**src/rtl/ram_fifo_ctrl_if.sv**
```systemverilog
// Stream and RAM-port bundle for ram_fifo_ctrl.
//   in_*      : upstream valid/ready word stream (into the FIFO)
//   out_*     : downstream valid/ready word stream (out of the FIFO)
//   count     : words currently held by the controller
//   ram_*     : write port (data/write_addr/we) and read port (read_addr/q) of ram_dual_port
// The slave modport is the controller side; the master modport is its environment
// (producer, consumer and the RAM itself).
interface ram_fifo_ctrl_if #(
  parameter int unsigned DATA_W = 8,
  parameter int unsigned ADDR_W = 6
);
  logic [DATA_W-1:0] in_data;
  logic              in_valid;
  logic              in_ready;
  logic [DATA_W-1:0] out_data;
  logic              out_valid;
  logic              out_ready;
  logic [ADDR_W:0]   count;
  logic [DATA_W-1:0] ram_data;
  logic [ADDR_W-1:0] ram_write_addr;
  logic              ram_we;
  logic [ADDR_W-1:0] ram_read_addr;
  logic [DATA_W-1:0] ram_q;

  modport slave (
    input  in_data, in_valid, out_ready, ram_q,
    output in_ready, out_data, out_valid, count,
    output ram_data, ram_write_addr, ram_we, ram_read_addr
  );

  modport master (
    output in_data, in_valid, out_ready, ram_q,
    input  in_ready, out_data, out_valid, count,
    input  ram_data, ram_write_addr, ram_we, ram_read_addr
  );
endinterface

```
**src/rtl/ram_fifo_ctrl.sv**
```systemverilog
// FIFO controller wrapped around a dual-port RAM with a registered, always-enabled read.
// Ports:
//   clk   : single clock, rising-edge state updates (RAM clocks tied to it by the parent)
//   rst_n : asynchronous active-low reset; discards all queued words
//   bus   : ram_fifo_ctrl_if.slave -- input stream, output stream, count, RAM ports
// Capacity is 2^ADDR_W words in the RAM plus one in the output register.
module ram_fifo_ctrl #(
  parameter int unsigned DATA_W = 8,
  parameter int unsigned ADDR_W = 6
) (
  input  logic           clk,
  input  logic           rst_n,
  ram_fifo_ctrl_if.slave bus
);

  localparam logic [ADDR_W:0] FullLevel = {1'b1, {ADDR_W{1'b0}}};

  typedef enum logic [1:0] {StIdle, StWait, StValid} state_e;

  state_e            state_q, state_d;
  logic [ADDR_W:0]   wptr_q, wptr_d;
  logic [ADDR_W:0]   rptr_q, rptr_d;
  logic [DATA_W-1:0] out_data_q, out_data_d;
  logic              out_valid_q, out_valid_d;

  logic [ADDR_W:0] stored;
  logic            full;
  logic            can_fetch;
  logic            in_ready;
  logic            we;
  logic            busy;

  // Pointers carry a wrap bit so full and empty differ.
  assign stored    = wptr_q - rptr_q;
  assign full      = (stored == FullLevel);
  assign can_fetch = (stored != '0);

  // Registered pointers only: no path from out_ready to in_ready.
  assign in_ready = !full;
  assign we       = bus.in_valid & in_ready & rst_n;
  assign busy     = (state_q != StIdle);

  assign bus.in_ready       = in_ready;
  assign bus.ram_we         = we;
  assign bus.ram_data       = bus.in_data;
  assign bus.ram_write_addr = wptr_q[ADDR_W-1:0];
  assign bus.ram_read_addr  = rptr_q[ADDR_W-1:0];
  assign bus.out_data       = out_data_q;
  assign bus.out_valid      = out_valid_q;
  // A slot is released at its fetch edge; the word in flight or in the output register
  // is still counted through busy.
  assign bus.count          = stored + {{ADDR_W{1'b0}}, busy};

  assign wptr_d = wptr_q + {{ADDR_W{1'b0}}, we};

  // Fetching means advancing rptr: the RAM latches mem[old rptr] on that same edge,
  // and the word is captured from ram_q in StWait.
  always_comb begin
    state_d     = state_q;
    rptr_d      = rptr_q;
    out_data_d  = out_data_q;
    out_valid_d = out_valid_q;
    unique case (state_q)
      StIdle: begin
        if (can_fetch) begin
          rptr_d  = rptr_q + 1'b1;
          state_d = StWait;
        end
      end
      StWait: begin
        out_data_d  = bus.ram_q;
        out_valid_d = 1'b1;
        state_d     = StValid;
      end
      StValid: begin
        if (out_valid_q && bus.out_ready) begin
          out_valid_d = 1'b0;
          if (can_fetch) begin
            rptr_d  = rptr_q + 1'b1;
            state_d = StWait;
          end else begin
            state_d = StIdle;
          end
        end
      end
      default: state_d = StIdle;
    endcase
  end

  always_ff @(posedge clk or negedge rst_n) begin
    if (!rst_n) begin
      state_q     <= StIdle;
      wptr_q      <= '0;
      rptr_q      <= '0;
      out_data_q  <= '0;
      out_valid_q <= 1'b0;
    end else begin
      state_q     <= state_d;
      wptr_q      <= wptr_d;
      rptr_q      <= rptr_d;
      out_data_q  <= out_data_d;
      out_valid_q <= out_valid_d;
    end
  end

endmodule

```
**src/flat_wrapper.sv**
```systemverilog
// flat-port wrapper written by rule: the top's interface ports become plain ports
module ram_fifo_ctrl_flat 
#(
  parameter int unsigned DATA_W = 8,
  parameter int unsigned ADDR_W = 6
)
  (clk, rst_n, bus_in_data, bus_in_valid, bus_out_ready, bus_ram_q, bus_in_ready, bus_out_data, bus_out_valid, bus_count, bus_ram_data, bus_ram_write_addr, bus_ram_we, bus_ram_read_addr);
  ram_fifo_ctrl_if #(.DATA_W(DATA_W), .ADDR_W(ADDR_W)) bus_i ();
  input  logic clk;
  input  logic rst_n;
  input wire logic [$bits(bus_i.in_data)-1:0] bus_in_data;
  input wire logic [$bits(bus_i.in_valid)-1:0] bus_in_valid;
  input wire logic [$bits(bus_i.out_ready)-1:0] bus_out_ready;
  input wire logic [$bits(bus_i.ram_q)-1:0] bus_ram_q;
  output wire logic [$bits(bus_i.in_ready)-1:0] bus_in_ready;
  output wire logic [$bits(bus_i.out_data)-1:0] bus_out_data;
  output wire logic [$bits(bus_i.out_valid)-1:0] bus_out_valid;
  output wire logic [$bits(bus_i.count)-1:0] bus_count;
  output wire logic [$bits(bus_i.ram_data)-1:0] bus_ram_data;
  output wire logic [$bits(bus_i.ram_write_addr)-1:0] bus_ram_write_addr;
  output wire logic [$bits(bus_i.ram_we)-1:0] bus_ram_we;
  output wire logic [$bits(bus_i.ram_read_addr)-1:0] bus_ram_read_addr;
  assign bus_i.in_data = bus_in_data;
  assign bus_i.in_valid = bus_in_valid;
  assign bus_i.out_ready = bus_out_ready;
  assign bus_i.ram_q = bus_ram_q;
  assign bus_in_ready = bus_i.in_ready;
  assign bus_out_data = bus_i.out_data;
  assign bus_out_valid = bus_i.out_valid;
  assign bus_count = bus_i.count;
  assign bus_ram_data = bus_i.ram_data;
  assign bus_ram_write_addr = bus_i.ram_write_addr;
  assign bus_ram_we = bus_i.ram_we;
  assign bus_ram_read_addr = bus_i.ram_read_addr;
  ram_fifo_ctrl #(.DATA_W(DATA_W), .ADDR_W(ADDR_W)) u_core (.clk(clk), .rst_n(rst_n), .bus(bus_i));
endmodule
```
**config.mk**
```make
export PLATFORM = sky130hd
export DESIGN_NAME = ram_fifo_ctrl_flat
export DESIGN_NICKNAME = d
export VERILOG_FILES = /design/src/rtl/ram_fifo_ctrl_if.sv /design/src/rtl/ram_fifo_ctrl.sv /design/src/flat_wrapper.sv
export SDC_FILE = /design/constraint.sdc
export NUM_CORES = 1
export LEC_CHECK = 0
export CAP_MARGIN = 20
export CELL_PAD_IN_SITES_DETAIL_PLACEMENT = 1
export CELL_PAD_IN_SITES_GLOBAL_PLACEMENT = 1
export CORE_MARGIN = 2
export CORE_UTILIZATION = 36
export CTS_CLUSTER_DIAMETER = 100
export DETAILED_ROUTE_END_ITERATION = 16
export PLACE_DENSITY_LB_ADDON = 0.1
export SKIP_LAST_GASP = 1
export SYNTH_ARGS = -nofsm -noshare
export SYNTH_HDL_FRONTEND = slang
export SYNTH_SLANG_ARGS = --single-unit
```
**constraint.sdc**
```tcl
create_clock -name clk -period 10.3 [get_ports clk]
set_clock_uncertainty 0.1 [all_clocks]
set_input_delay 2.06 -clock clk [delete_from_list [all_inputs] [get_ports clk]]
set_output_delay 2.06 -clock clk [all_outputs]
set_load 0.01 [all_outputs]
```
# --- After elaboration in Yosys (flattened, before gate mapping) ---
# Cells that the tools add are included.
totals:
  ff_bits: 25
  latch_bits: 0
  ramBits: 0
  rom_bits: 0
  input_bits: 20
  word_cells: 35
  n_memories: 0
op_classes:
  n_addsub: 4
  n_mul: 0
  div: 0
  order_cmp: 0
  n_eq_ne: 5
  shifts: 0
  muxes: 9
  n_bitwise: 2
  reduce_logical: 10
ops:
  columns: ["op", "count"]
  rows:
  - ["$add 7x1->7", 2]
  - ["$mux 7", 2]
  - ["$pmux 7 s2", 1]
  - ["$add 7x1->7 const B", 1]
  - ["$eq 7x7->1 const B", 1]
  - ["$reduce_bool 7->1", 1]
  - ["$sub 7x7->7", 1]
  - ["$pmux 2 s3", 1]
  - ["$reduce_and 2->1", 3]
  - ["$reduce_bool 2->1", 3]
  - ["$mux 2", 2]
  - ["$ne 2x1->1 const B", 2]
  - ["$and 1x1->1", 2]
  - ["$eq 2x1->1 const B", 1]
  - ["$eq 2x2->1 const B", 1]
  - ["$logic_not 2->1", 1]
  - ["$mux 1", 2]
  - ["$pmux 1 s2", 1]
  - ["$logic_and 1x1->1", 1]
  - ["$logic_not 1->1", 1]

# --- Logic depth before layout (Yosys ltp) ---
depth:
  word_depth: 6
  mapped_depth: 16
  mapped_depth_nobuf: 15

# --- Worst setup path before layout ---
# No wires, ideal clock.
synth_path:
  path_type: "register to output"
  from: "reg u_core.wptr_q[0]"
  to: "out bus_ram_we"
  arrival_time_ns: 2.613
  t_required_ns: 8.140
  path_slack_ns: 5.527
  stages_incl_launch_ff: 11
  path_buffers: 1
  path_cell_list: "dfrtp_1 inv_1 ha_1 inv_1 fa_1 xor2_1 or3_1 or4b_1 buf_2 nand2b_1 and3_1"
synth_via:
  elab_chain_len: 5
synth_rtl:
  columns: ["element", "line_no", "source"]
  rows:
  - ["from (decl)", "ram_fifo_ctrl.sv:21", "logic [ADDR_W:0] wptr_q, wptr_d;"]
  - ["from (signal assigned)", "ram_fifo_ctrl.sv:99", "wptr_q <= wptr_d;"]
  - ["$sub 7x7->7", "ram_fifo_ctrl.sv:34", "assign stored = wptr_q - rptr_q;"]
  - ["$eq 7x7->1", "ram_fifo_ctrl.sv:35", "assign full = (stored == FullLevel);"]
  - ["$logic_not 1->1", "ram_fifo_ctrl.sv:39", "assign in_ready = !full;"]
  - ["via bus_in_ready", "flat_wrapper.sv:15", "output wire logic [$bits(bus_i.in_ready)-1:0] bus_in_ready;"]
  - ["$and 1x1->1 (2 in a row)", "ram_fifo_ctrl.sv:40", "assign we = bus.in_valid & in_ready & rst_n;"]
  - ["to (decl)", "flat_wrapper.sv:21", "output wire logic [$bits(bus_i.ram_we)-1:0] bus_ram_we;"]
# The timed path passes the listed nets, and every way through them passes these cells.

# --- Worst setup path after layout ---
layout_path:
  from: "in rst_n"
  to: "out bus_ram_we"
layout_via:
  elab_chain_len: 1
layout_rtl:
  columns: ["element", "line_no", "source"]
  rows:
  - ["from (decl)", "flat_wrapper.sv:10", "input logic rst_n;"]
  - ["$and 1x1->1", "ram_fifo_ctrl.sv:40", null]
# Every way passes these cells.

==> flow_summary.json <==
{
  "maxSlewHeadroom_pct": 51.4,
  "synth_top_cell_area_share_pct": 39.2,
  "p_int_mw": 0.504,
  "max_stage_delay_ns": 0.55,
  "p_seq_share_pct": 21.7,
  "cp.required_ns": 8.14,
  "place_area_mm2": 0.00192,
  "cts_root_buffer": "clkbuf_8",
  "pwr-share-comb_pct": 71.9,
  "dr.pass1.iters": 4,
  "via_per_inst": 4.93,
  "drt-initial-drc-count": 21,
  "start_kind": "input port",
  "grt_pass1_vias": 1211,
  "grt_pass1_wl_um": 5690,
  "worstSetupPathType": "in2out",
  "synth_cell_types": 38,
  "leakagePower_nw": 0.844,
  "max-clock-path-buffers": 2,
  "final.setup.tns_ns": 0,
  "synth_top_area_cell": "dfrtp_1",
  "rr_worst_depth": 13,
  "endpoint_kind": "primary output",
  "synthesis.nets": 185,
  "syn_to_final_growth_pct": 23.2,
  "ys_seq_area_share_pct": 39.2,
  "fmax_ghz": 0.173,
  "rr_endpoint": "u_core.wptr_q[6]",
  "arrival_ns": 3.63,
  "cts_resized": 0,
  "irDropWorstVdd_v": 0.000150,
  "synth_area_per_cell_um2": 10.4,
  "synth_most_common_cell": "dfrtp_1",
  "clockPowerShare_pct": 6.4,
  "antenna_found_initial": 0,
  "cts_setup_buffers": 0,
  "net-switching-power_mw": 0.372,
  "cp_max_fo": 26,
  "drive_above_1_share_pct": 10.2,
  "place_hpwl_um": 2760,
  "vias": 1129,
  "clk_pin_slew_ns": 0.08,
  "cts-htree-levels": 1,
  "initial_core_util_pct": 36.9,
  "final_design_area_no_fill_mm2": 0.00197,
  "design.core.area_mm2": 0.00432,
  "timing.final.hold_violations": 0,
  "path_delay_family": "buffers and inverters",
  "wl_um": 3340,
  "synth_cells": 153,
  "yosys-top-cells-area": "dfrtp_1, buf_4, ha_1, xnor2_1, mux2_2",
  "synth-seq-cells": 25,
  "n_fill_cell": 497,
  "finalCritPeriodShare_pct": 56.3,
  "dieArea_mm2": 0.00498,
  "min-delay-start": "u_core.rptr_q[6]",
  "fin_ws_ns": 4.51,
  "cp_common_cell": "clkdlybuf4s50_1",
  "drc_errors": 0,
  "cts_num_sinks": 25,
  "ys_warn_count": 0,
  "ctsHoldBuffers": 0,
  "grt_max_degree": 27,
  "netlist_top_cells_count": "dfrtp_1, buf_4, xnor2_1",
  "synth_edf_count": 0,
  "synth_async_sr_flop_share_pct": 100,
  "drv_slew": 0,
  "maxCapViolations": 0,
  "routabilityCongestion": 0.758,
  "boundaryPins": 58,
  "cp_num_buf_inv": 3,
  "syn_area_mm2": 0.00160,
  "pre_cts_ws_ns": 4.48,
  "p_per_area_mw_per_mm2": 446,
  "timing.rr.start": "u_core.rptr_q[0]",
  "antennaDiodeCount": 0,
  "insertion_delay_ns": 0.26,
  "r2r_setup_slack_ns": 6.54,
  "hold_ws_ns": 0.397,
  "grt-ovfl-total": 0,
  "switching_share_pct": 42.5,
  "cp.depth": 4,
  "drtAntennaViolNets": 0,
  "cts_made_buffers": 3,
  "status": "complete, no violations",
  "tightest_slew_ns": 0.727,
  "wl_per_cell_um": 14.6,
  "cts_tree": "done",
  "synth_ff_type": "dfrtp_1",
  "num_rows": 24,
  "track_usage_pct": 14.2,
  "min_path_cells": 1,
  "die_w_um": 70.6,
  "setup_viol": 0,
  "final.min_clock_period_ns": 5.79,
  "portBuffers": 41,
  "min_path_type": "reg2reg",
  "nets": 210,
  "hold-path-endpoint": "u_core.rptr_q[6]",
  "cp_slowest_cell": "clkdlybuf4s50_1",
  "path_cells": "clkdlybuf4s50_1 -> buf_4 -> and3_1 -> clkdlybuf4s50_1",
  "power_mw": 0.876,
  "die_h_um": 70.6,
  "rsz0062_at_grt": "no"
}
==> worst max path at each step <==
stage / startpoint / endpoint / slack, ns
CTS: rst_n / bus_ram_we / 4.47
finish: rst_n / bus_ram_we / 4.51
detailed placement: rst_n / bus_ram_we / 4.48
floorplan: u_core.wptr_q[0] / bus_ram_we / 5.53
global route: u_core.rptr_q[0] / bus_ram_we / 4.39
global placement: rst_n / bus_ram_we / 4.51
==> cell type report <==
class                   count  area, um2  share of cell area, %
inverters                  12       45.0                   2.29
clock buffers               3       41.3                   2.10
multi-input cells          94        767                   39.0
flip-flops and latches     25        626                   31.8
repair buffers             42        418                   21.2
clock inverters             1       5.00                  0.254
well taps                  52       65.1                   3.31
==> per-layer routing <==
metal / vias to the layer above / share of wire [%] / wire, um / global-route usage, %
li1: 547 / - / - / -
met1: 543 / 41 / 1380 / 17.1
met2: 34 / 52 / 1750 / 25.1
met3: 5 / 5.0 / 167 / 2.99
met4: 0 / 1.3 / 44 / 5.03
met5: - / 0 / 0 / 0
==> power by group through the flow <==
stage / logic [mW] / clock network (mW) / registers (mW)
detailed placement: 0.641 / 0 / 0.194
global route: 0.694 / 0.0651 / 0.201
global placement: 0.623 / 0 / 0.190
floorplan: 0.391 / 0 / 0.189
CTS: 0.645 / 0.0597 / 0.192
finish: 0.630 / 0.0561 / 0.190
==> logic make-up after synthesis <==
| group | Yosys count | synth area share [%] |
|---|---|---|
| AO/OA/AOI/OAI | 19 | 9.17 |
| adder cells (fa/ha/maj) | 12 | 9.87 |
| multiplexers | 9 | 6.35 |
| buffers and inverters | 34 | 12.8 |
| XOR/XNOR | 21 | 12.0 |
| flip-flops | 25 | 39.2 |
| AND/OR/NAND/NOR | 33 | 10.7 |
==> layout by cell type, fill, tap and decap left out, drive strengths merged, types with 2 or more instances in the layout <==
master	count
a211oi	2
a21oi	4
and3	3
clkbuf	3
clkdlybuf4s50	41
dfrtp	25
ha	11
inv	12
mux2	9
nand2	5
nand2b	2
nand3	5
nor2	10
o2111ai	2
o211ai	4
o21ai	3
xnor2	14
xor2	7
==> stage by stage <==
stage / instances / utilization (%)
after floorplan: 153 / -
after global placement: 225 / 44.4
after detailed placement: 225 / 44.4
after CTS: 229 / 45.5
after global routing: 229 / 45.5
final: 229 / 45.5
==> flip-flops by register name (all words and copies together), names as in the netlist <==
name,count
u_core.rptr_q,7
u_core.wptr_q,7
u_core.bus.out_valid,1
u_core.state_q,2
u_core.bus.out_data,8
(Power assumes the default switching activity.)
